[src/rtl/mario_pkg.sv]
// Shared definitions for the Mario game core: player state encoding,
// screen/sprite geometry and the default motion tuning values.
package mario_pkg;

  typedef enum logic [1:0] {
    IDLE = 2'd0,
    WALK = 2'd1,
    JUMP = 2'd2,
    FALL = 2'd3
  } state_t;

  localparam int SCREEN_W = 640;
  localparam int SCREEN_H = 480;
  localparam int SPRITE_W = 16;

  localparam int DEF_X_INIT     = 32;
  localparam int DEF_Y_INIT     = 400;
  localparam int DEF_X_MIN      = 0;
  localparam int DEF_X_MAX      = SCREEN_W - SPRITE_W;
  localparam int DEF_Y_FLOOR    = 400;
  localparam int DEF_WALK_SPEED = 2;
  localparam int DEF_JUMP_VEL   = 10;
  localparam int DEF_GRAVITY    = 1;
  localparam int DEF_VMAX_FALL  = 8;

endpackage

[src/rtl/tick_sync.sv]
// Two-flop synchroniser for a slow asynchronous clock/level plus a
// rising-edge detector. All flops reset to 1 so that releasing reset while
// the input is high never produces a spurious tick.
module tick_sync (
  input  logic i_clk,
  input  logic i_rst,
  input  logic i_async,
  output logic o_tick
);

  logic r_s1, r_s2, r_s3;

  // Synchronise the input and keep one cycle of edge history
  always_ff @(posedge i_clk or posedge i_rst) begin
    if (i_rst) begin
      r_s1 <= 1'b1;
      r_s2 <= 1'b1;
      r_s3 <= 1'b1;
    end else begin
      r_s1 <= i_async;
      r_s2 <= r_s1;
      r_s3 <= r_s2;
    end
  end

  assign o_tick = r_s2 & ~r_s3;

endmodule

[src/rtl/mario_motion.sv]
// Per-frame player motion controller. Turns the 40 Hz frame clock into a
// one-cycle tick and, on each tick, advances position, vertical velocity,
// facing and walk animation from the buttons and collision flags.
module mario_motion
  import mario_pkg::*;
#(
  parameter int X_INIT     = DEF_X_INIT,
  parameter int Y_INIT     = DEF_Y_INIT,
  parameter int X_MIN      = DEF_X_MIN,
  parameter int X_MAX      = DEF_X_MAX,
  parameter int Y_FLOOR    = DEF_Y_FLOOR,
  parameter int WALK_SPEED = DEF_WALK_SPEED,
  parameter int JUMP_VEL   = DEF_JUMP_VEL,
  parameter int GRAVITY    = DEF_GRAVITY,
  parameter int VMAX_FALL  = DEF_VMAX_FALL
) (
  input  logic       clk12Mhz,
  input  logic       rst,
  input  logic       clk40Hz,
  input  logic       btn_left,
  input  logic       btn_right,
  input  logic       btn_jump,
  input  logic       on_ground,
  input  logic       head_hit,
  output logic       frame_tick,
  output logic [9:0] pos_x,
  output logic [8:0] pos_y,
  output logic       facing,
  output logic [1:0] state,
  output logic [1:0] anim_frame
);

  localparam logic [10:0] LP_X_MAX11  = 11'(X_MAX);
  localparam logic [10:0] LP_X_LO11   = 11'(X_MIN + WALK_SPEED);
  localparam logic [10:0] LP_WALK11   = 11'(WALK_SPEED);
  localparam logic [9:0]  LP_WALK10   = 10'(WALK_SPEED);
  localparam logic [9:0]  LP_X_MIN10  = 10'(X_MIN);
  localparam logic [9:0]  LP_X_MAX10  = 10'(X_MAX);
  localparam logic [9:0]  LP_X_INIT   = 10'(X_INIT);
  localparam logic [8:0]  LP_Y_INIT   = 9'(Y_INIT);
  localparam logic [8:0]  LP_Y_FLOOR9 = 9'(Y_FLOOR);
  localparam logic [9:0]  LP_Y_FLOOR10 = 10'(Y_FLOOR);
  localparam logic [3:0]  LP_JUMP_VEL = 4'(JUMP_VEL);
  localparam logic [3:0]  LP_GRAV4    = 4'(GRAVITY);
  localparam logic [4:0]  LP_GRAV5    = 5'(GRAVITY);
  localparam logic [4:0]  LP_VMAX5    = 5'(VMAX_FALL);
  localparam logic [3:0]  LP_VMAX4    = 4'(VMAX_FALL);

  logic       w_tick;
  logic [2:0] r_btn_s1, r_btn_s2;   // {jump, right, left}
  logic       r_frame_tick;
  state_t     r_state, w_state_nxt;
  logic [9:0] r_pos_x, w_x_nxt;
  logic [8:0] r_pos_y, w_y_nxt;
  logic [3:0] r_vy, w_vy_nxt;
  logic       r_facing, w_facing_nxt;
  logic [1:0] r_anim, w_anim_nxt;
  logic       r_armed, w_armed_nxt;

  logic        w_left, w_right, w_walk, w_bj;
  logic        w_on_ground_st, w_jump_start, w_fall_start, w_jump_end;
  logic        w_land_floor, w_land, w_y_up_ok;
  logic [10:0] w_x_inc;
  logic [9:0]  w_x_dec, w_y_dn;
  logic [8:0]  w_y_up;
  logic [4:0]  w_vy_inc;
  logic [3:0]  w_vy_fall, w_vy_up;

  tick_sync u_frame_sync (
    .i_clk   (clk12Mhz),
    .i_rst   (rst),
    .i_async (clk40Hz),
    .o_tick  (w_tick)
  );

  // Bring the asynchronous buttons into the 12 MHz domain
  always_ff @(posedge clk12Mhz or posedge rst) begin
    if (rst) begin
      r_btn_s1 <= 3'b000;
      r_btn_s2 <= 3'b000;
    end else begin
      r_btn_s1 <= {btn_jump, btn_right, btn_left};
      r_btn_s2 <= r_btn_s1;
    end
  end

  assign w_left  = r_btn_s2[0] & ~r_btn_s2[1];
  assign w_right = r_btn_s2[1] & ~r_btn_s2[0];
  assign w_walk  = w_left | w_right;
  assign w_bj    = r_btn_s2[2];

  assign w_on_ground_st = (r_state == IDLE) || (r_state == WALK);
  assign w_jump_start   = w_on_ground_st & w_bj & r_armed;
  assign w_fall_start   = ~on_ground & (r_pos_y < LP_Y_FLOOR9);
  assign w_jump_end     = head_hit | (r_vy <= LP_GRAV4);

  // Saturating arithmetic helpers, widened so nothing wraps before clamping
  assign w_x_inc      = {1'b0, r_pos_x} + LP_WALK11;
  assign w_x_dec      = r_pos_x - LP_WALK10;
  assign w_y_up_ok    = r_pos_y >= {5'b0, r_vy};
  assign w_y_up       = r_pos_y - {5'b0, r_vy};
  assign w_y_dn       = {1'b0, r_pos_y} + {6'b0, r_vy};
  assign w_land_floor = w_y_dn >= LP_Y_FLOOR10;
  assign w_land       = w_land_floor | on_ground;
  assign w_vy_inc     = {1'b0, r_vy} + LP_GRAV5;
  assign w_vy_fall    = (w_vy_inc > LP_VMAX5) ? LP_VMAX4 : w_vy_inc[3:0];
  assign w_vy_up      = r_vy - LP_GRAV4;

  // FSM state register, advanced only on frame ticks
  always_ff @(posedge clk12Mhz or posedge rst) begin
    if (rst)         r_state <= IDLE;
    else if (w_tick) r_state <= w_state_nxt;
  end

  // FSM next-state decision
  always_comb begin
    w_state_nxt = r_state;
    unique case (r_state)
      IDLE, WALK: begin
        if (w_jump_start)      w_state_nxt = JUMP;
        else if (w_fall_start) w_state_nxt = FALL;
        else                   w_state_nxt = w_walk ? WALK : IDLE;
      end
      JUMP: if (w_jump_end) w_state_nxt = FALL;
      FALL: if (w_land)     w_state_nxt = w_walk ? WALK : IDLE;
      default:              w_state_nxt = IDLE;
    endcase
  end

  // FSM outputs: next position, velocity, facing, animation and jump arming
  always_comb begin
    w_x_nxt      = r_pos_x;
    w_facing_nxt = r_facing;
    w_y_nxt      = r_pos_y;
    w_vy_nxt     = r_vy;

    if (w_right) begin
      w_x_nxt      = (w_x_inc > LP_X_MAX11) ? LP_X_MAX10 : w_x_inc[9:0];
      w_facing_nxt = 1'b1;
    end else if (w_left) begin
      w_x_nxt      = ({1'b0, r_pos_x} < LP_X_LO11) ? LP_X_MIN10 : w_x_dec;
      w_facing_nxt = 1'b0;
    end

    unique case (r_state)
      IDLE, WALK: begin
        if (w_jump_start)      w_vy_nxt = LP_JUMP_VEL;
        else if (w_fall_start) w_vy_nxt = 4'd0;
      end
      JUMP: begin
        w_y_nxt  = w_y_up_ok ? w_y_up : 9'd0;
        w_vy_nxt = w_jump_end ? 4'd0 : w_vy_up;
      end
      FALL: begin
        if (w_land_floor) begin
          w_y_nxt  = LP_Y_FLOOR9;
          w_vy_nxt = 4'd0;
        end else if (on_ground) begin
          w_vy_nxt = 4'd0;
        end else begin
          w_y_nxt  = w_y_dn[8:0];
          w_vy_nxt = w_vy_fall;
        end
      end
      default: ;
    endcase

    w_anim_nxt = (w_state_nxt == WALK) ? r_anim + 2'd1 : 2'd0;

    if (!w_bj)             w_armed_nxt = 1'b1;
    else if (w_jump_start) w_armed_nxt = 1'b0;
    else                   w_armed_nxt = r_armed;
  end

  // Motion registers, updated only on frame ticks
  always_ff @(posedge clk12Mhz or posedge rst) begin
    if (rst) begin
      r_pos_x  <= LP_X_INIT;
      r_pos_y  <= LP_Y_INIT;
      r_vy     <= 4'd0;
      r_facing <= 1'b1;
      r_anim   <= 2'd0;
      r_armed  <= 1'b0;
    end else if (w_tick) begin
      r_pos_x  <= w_x_nxt;
      r_pos_y  <= w_y_nxt;
      r_vy     <= w_vy_nxt;
      r_facing <= w_facing_nxt;
      r_anim   <= w_anim_nxt;
      r_armed  <= w_armed_nxt;
    end
  end

  // Registered frame pulse, aligned with the motion register update
  always_ff @(posedge clk12Mhz or posedge rst) begin
    if (rst) r_frame_tick <= 1'b0;
    else     r_frame_tick <= w_tick;
  end

  assign frame_tick = r_frame_tick;
  assign pos_x      = r_pos_x;
  assign pos_y      = r_pos_y;
  assign facing     = r_facing;
  assign state      = r_state;
  assign anim_frame = r_anim;

endmodule
[config.mk]
export PLATFORM = sky130hd
export DESIGN_NAME = mario_motion
export DESIGN_NICKNAME = d
export VERILOG_FILES = /design/src/rtl/mario_pkg.sv /design/src/rtl/tick_sync.sv /design/src/rtl/mario_motion.sv
export SDC_FILE = /design/constraint.sdc
export NUM_CORES = 1
export LEC_CHECK = 0
export BUFFER_PORTS_ARGS = -buffer_cell sky130_fd_sc_hd__buf_2
export CAP_MARGIN = 15
export CORE_MARGIN = 1
export CORE_UTILIZATION = 50
export CTS_BUF_LIST = sky130_fd_sc_hd__clkbuf_8
export CTS_CLUSTER_SIZE = 12
export DETAILED_ROUTE_END_ITERATION = 12
export PLACE_DENSITY = 0.67
export SETUP_SLACK_MARGIN = 0.15
export SLEW_MARGIN = 15
export SYNTH_ARGS = -nofsm -noshare
export SYNTH_HDL_FRONTEND = slang
export SYNTH_SLANG_ARGS = --single-unit
[constraint.sdc]
create_clock -name clk12Mhz -period 2.9 [get_ports clk12Mhz]
set_input_delay 0.29 -clock clk12Mhz [delete_from_list [all_inputs] [get_ports clk12Mhz]]
set_output_delay 0.29 -clock clk12Mhz [all_outputs]
set_load 0.005 [all_outputs]
Yosys cells after proc, flatten, opt, wreduce, memory -nomap -nowiden
Cells that the tools add are included.

cells by class
  reductions and logical operators = 9
  equal/unequal tests = 7
  muxes and demuxes = 26
  bitwise gates (word level) = 13
  add/sub/neg operators = 7
  order comparisons = 7

operators by type and width
  operator                                                                 count
  10-bit two-way mux                                                       4
  9-bit two-way mux                                                        3
  4-bit two-way mux                                                        6
  9-bit one-hot mux with 2 select lines                                    1
  4-bit one-hot mux with 3 select lines                                    1
  10-bit by 2-bit adder with 11-bit output (second input constant)         1
  11-bit by 10-bit > comparator with 1-bit output (second input constant)  1
  9-bit by 4-bit adder with 10-bit output                                  1
  10-bit by 9-bit >= comparator with 1-bit output (second input constant)  1
  10-bit by 2-bit < comparator with 1-bit output (second input constant)   1
  2-bit two-way mux                                                        5
  10-bit by 2-bit subtractor with 10-bit output (second input constant)    1
  9-bit by 4-bit >= comparator with 1-bit output                           1
  9-bit < comparator (second input constant)                               1
  9-bit by 4-bit subtractor with 9-bit output                              1
  1-bit bitwise AND                                                        6
  3-bit inequality test (second input constant)                            2
  2-bit one-hot mux with 3 select lines                                    1
  2-bit AND reduction                                                      3
  4-bit by 1-bit adder with 5-bit output (second input constant)           1
  5-bit by 4-bit > comparator with 1-bit output (second input constant)    1
  1-bit two-way mux                                                        5
  2-bit by 1-bit equality test with 1-bit output (second input constant)   2
  2-bit equality test (second input constant)                              2
  other kinds (11)                                                         17

storage, ports and cells
  output and inout port bits = 25
  input port bits = 8
  register bits = 39
  word-level logic and storage cells = 82

Logic depth before layout (Yosys ltp)
  depth in word-level cells = 9
  mapped depth = 11
  gate-level depth less buffers = 11

Hierarchy
A second synthesis with hierarchy kept.

unflattened totals
  cells, all modules = 341
  area total of the unflattened synthesis = 3014.1 µm²

by module, submodules not included
  module        area each (µm²)  cells an instance  sequential area each (µm²)  times used
  mario_motion  2917.8           336                882.1                       1
  tick_sync     96.3             5                  78.8                        1

Least setup slack after synthesis
No wires, ideal clock.

  path kind = reg2reg
  start point = reg r_vy[2]
  end point = reg r_pos_y[0], in the netlist pos_y[0]
  cell stages (with the launch flop) = 10
  buffers on the path = 1
  path slack = 0.314 ns
  arrival time = 2.461 ns
  setup time = 0.125 ns
  data required time = 2.775 ns
  clock period less this slack = 2.586 ns
  path through = dfrtp_1 > inv_1 > ha_1 > buf_2 > nor3_1 > a211o_2 > a211o_1 > a21o_4 > a41oi_4 > mux2_2

between the ends
  longest elaborated chain between the ends = 4
  elaborated cells on any way between the ends = 8
  classes of those cells = 1 x add/sub; 2 x order compare; 1 x eq/ne; 3 x mux; 1 x reduce/logical

ends and longest elaborated chain
  item                                                                                    line                 text
  start: declaration                                                                      mario_motion.sv:55   logic [3:0] r_vy, w_vy_nxt;
  start signal: assignment                                                                mario_motion.sv:187  r_vy <= w_vy_nxt;
  9-bit by 4-bit adder with 10-bit output                                                 mario_motion.sv:102  assign w_y_dn = {1'b0, r_pos_y} + {6'b0, r_vy};
  10-bit by 9-bit >= comparator with 1-bit output                                         mario_motion.sv:103  assign w_land_floor = w_y_dn >= LP_Y_FLOOR10;
  3-bit inequality test (no line) or 9-bit two-way mux (tied branches)                    --
  3-bit AND reduction (no line) or 9-bit one-hot mux with 2 select lines (tied branches)  --
  end signal: assignment                                                                  mario_motion.sv:186  r_pos_y <= w_y_nxt;
  end: declaration                                                                        mario_motion.sv:54   logic [8:0] r_pos_y, w_y_nxt;

Parallel ways exist; a longest one is shown, timed or not.
A chain may end at the register's enable or synchronous reset.

Worst setup path after layout
  start point = reg r_pos_y[0], in the netlist pos_y[0]
  end point = reg r_pos_y[0], in the netlist pos_y[0]

between the ends
  longest elaborated chain between the ends = 4
  elaborated cells on any way between the ends = 10
  classes of those cells = 2 x add/sub; 2 x order compare; 1 x eq/ne; 4 x mux; 1 x reduce/logical

ends and longest elaborated chain
  item                                                                                    line
  9-bit by 4-bit adder with 10-bit output                                                 mario_motion.sv:102
  10-bit by 9-bit >= comparator with 1-bit output or 9-bit two-way mux (tied branches)    mario_motion.sv:103, mario_motion.sv:158
  3-bit inequality test (no line) or 9-bit two-way mux (tied branches)                    --
  3-bit AND reduction (no line) or 9-bit one-hot mux with 2 select lines (tied branches)  --

Parallel ways exist; a longest one is shown, timed or not. The select of a mux whose other input is x is not followed.

==> impl_metrics.yaml <==
setup_path:
  criticalPathCategory: "flip-flop to flip-flop"
  crit_arrival_ns: 2.93
  startpoint_type: "flip-flop"
  critical_path.endpoint_type: "flip-flop"
  worstPathMaxFanout: 7
  cp.required_ns: 3.08
drt:
  viasPerCell: 6.05
  wl_per_cell_um: 16.2
  ant_nets: 0
  wl_um: 7110
  first_iter_violations: 157
  drt-met1-wl_um: 3230
  met2WireLength_um: 3490
  drc_errors: 0
  highest_layer: "met4"
  dr_wl_met3_um: 276
  vias: 2660
  dr.pass1.iters: 5
clock_tree:
  cts_max_level: 2
  clkLatencyLatePin_ns: 0.29
  cts_buffer_depth: 2
  cts_hold_buffers: 0
  cts_tree: "done"
  cts_buffers: 5
  cts.sinks: 38
  cts_root_buffer: "clkbuf_8"
  cts.clk_slew.worst_paths_ns: 0.08
timing:
  finClkSkew_ns: 0.00671
  min_period_ns: 2.75
  max_clock_freq_ghz: 0.364
  slew_viol_final: 0
  worst_pin_slew_ns: 0.726
  rsz0062_at_grt: "yes"
  relSlewSlack_pct: 51.1
  timing.final.ws_setup_ns: 0.151
  finalSetupTns_ns: 0
  setup_viol: 0
  hold_viol: 0
  final.period_utilization_pct: 94.8
power_and_ir_drop:
  vdd_drop_max_mv: 0.512
  p_per_area_mw_per_mm2: 924
  fin_total_pwr_uw: 3030
  p_leak_uw: 0.00142
job:
  maxCapViolations: 0
place:
  place_ws_ns: 0.197
  hpwl_um: 5080
  io_buffers: 31
  place_area_sq_mm: 0.00308
  gp_congestion: 0.918
synth:
  yosys.area.top_type: "dfrtp_1"
  ys_seq_elements: 38
  yosys-top-cells-area: "dfrtp_1 (26%), dfstp_2 (7.4%), ha_1 (6.6%)"
  synthArstFlopShare_pct: 100
  synth_ff_type: "dfrtp_1"
  syn_inst: 330
  synthDistinctLibCells: 64
  ys.warnings.count: 0
  syn-mean-instance-area_sq_um: 8.61
  syn_nets: 355
  synth_edf_count: 0
  yosysSeqAreaShare_pct: 33.8
  synth_top_area_share_pct: 26.4
  synth_area_sq_mm: 0.00284
layout:
  fin_area_sq_mm: 0.00328
  fillCellCount: 484
  insertedDiodeCount: 0
  multi_input_area_sq_mm: 0.00174
  seq_area_sq_um: 962
  final_nets: 392
  drive_gt1_share_pct: 23.9
  syn2layout_area_growth_pct: 15.5
  final_util_pct: 59.6
die:
  die-height_um: 77.4
  start_util_pct: 51.6
  die_area_sq_mm: 0.00599
  coreArea_sq_mm: 0.00551
  die_w_um: 77.4
  ioPinCount: 33
  num_rows: 27
hold_path:
  hold_class: "primary input to flip-flop"
grt:
  grt_max_degree: 39
  grt_pass1_wl_um: 11700
  track_usage_pct: 24.3
  overflow: 0
  antenna_found_initial: 0
  grt_pass1_vias: 2419
outcome:
  status: "completed"
-- per-stage QoR --
step	cells	hold slack, ns
6_report	440	0.0923
3_5_place_dp	426	0.336
4_1_cts	434	0.0830
2_1_floorplan	330	0.294
3_3_place_gp	426	0.332
5_1_grt	440	0.0749
-- cell usage after synthesis, types with 4 or more instances --
cell type and count:
a21oi_1 19, nand2_1 26, o221ai_1 5, ha_1 15
and2_1 5, nor3_1 14, o21ai_0 23, mux2i_1 4
nand2b_1 8, a31o_2 5, dfrtp_1 30, o211ai_1 5
nand3_1 14, dfstp_2 8, inv_1 18, nand4_1 7
nor2_1 25, o21a_1 5, xnor2_1 9, clkbuf_1 12
-- critical path, stage by stage (launching register included) --
cell	delay (ns)
dfrtp_1	0.40
ha_1	0.23
inv_1	0.07
fa_2	0.23
nor3_2	0.05
a211o_2	0.33
a211o_1	0.31
a21o_4	0.24
a41oi_4	0.28
buf_4	0.17
mux2_2	0.32
-- registers in the layout, indices dropped and copies added, names as in the netlist --
register and flops:
u_frame_sync.r_s3 1, state 2, pos_x 9, frame_tick 1
u_frame_sync.r_s1 1, anim_frame 2, u_frame_sync.r_s2 1, facing 1
r_vy 4, pos_y 9, r_btn_s1 3, r_btn_s2 3
r_armed 1
-- routing by layer --
metal  vias to the layer above  GRT usage, %
met2                        87          40.6
li1                       1287             -
met3                        11          3.29
met1                      1275          32.2
met4                         0          8.11
met5                         -             0
-- cell type report --
class,count,area share (%)
clock buffer,5,2.10
clock inverter,3,2.10
inverter,20,2.29
multi-input combinational,255,53.0
sequential,38,29.3
tap,72,2.74
timing repair buffer,47,8.50
-- placed cells by master, fill, tap and decap left out, drive strengths merged, types with 3 or more instances in the layout --
cell    count
a31oi       3
a21o        4
ha         15
nor3       14
buf        47
a211o       3
nor2       25
o21a        5
o221ai      5
mux2i       4
or4         3
and2        5
nand2      26
o32ai       3
dfstp       8
nand4       7
a31o        5
a21oi      19
a211oi      3
a22o        5
dfrtp      30
o21ai      24
o211ai      5
xnor2       9
nand3      14
clkbuf      5
inv        19
nand2b      8
nor2b       3
-- where the power goes --
part | internal (uW) | switching (uW)
Clock | 345 | 198
Combinational | 692 | 855
Sequential | 688 | 257
Total | 1720 | 1310
-- timing repair --
item / in CTS / in global routing
endpoints found under the setup margin: 0 / 10
buffers inserted: 0 / 6
resized for setup: 0 / 7
hold endpoints to repair: 0 / 0
-- worst paths after layout --
check	from	end	slack (ns)	depth (start not counted)
worst max register to register	pos_y[0]	pos_y[0]	0.15	10
worst min register to register	r_btn_s1[0]	r_btn_s2[0]	0.35	0
worst max-delay path	pos_y[0]	pos_y[0]	0.15	10
worst min-delay path	clk40Hz	u_frame_sync.r_s1	0.09	1
min in group asynchronous	rst	r_btn_s1[2]	0.11	3
max in group asynchronous	rst	pos_y[7]	2.42	3
-- cells by family (layout without fill, tap and decap cells) --
group / count (synthesis) / count (layout) / synth area share [%]
multiplexers: 6 / 6 / 2.20
XOR/XNOR: 10 / 10 / 3.08
other: 1 / 1 / 0.132
adder cells (fa/ha/maj): 17 / 17 / 8.01
buffers and inverters: 37 / 75 / 5.50
AO/OA/AOI/OAI: 104 / 104 / 26.8
AND/OR/NAND/NOR: 117 / 117 / 20.4
flip-flops: 38 / 38 / 33.8
(Power assumes the default switching activity.)
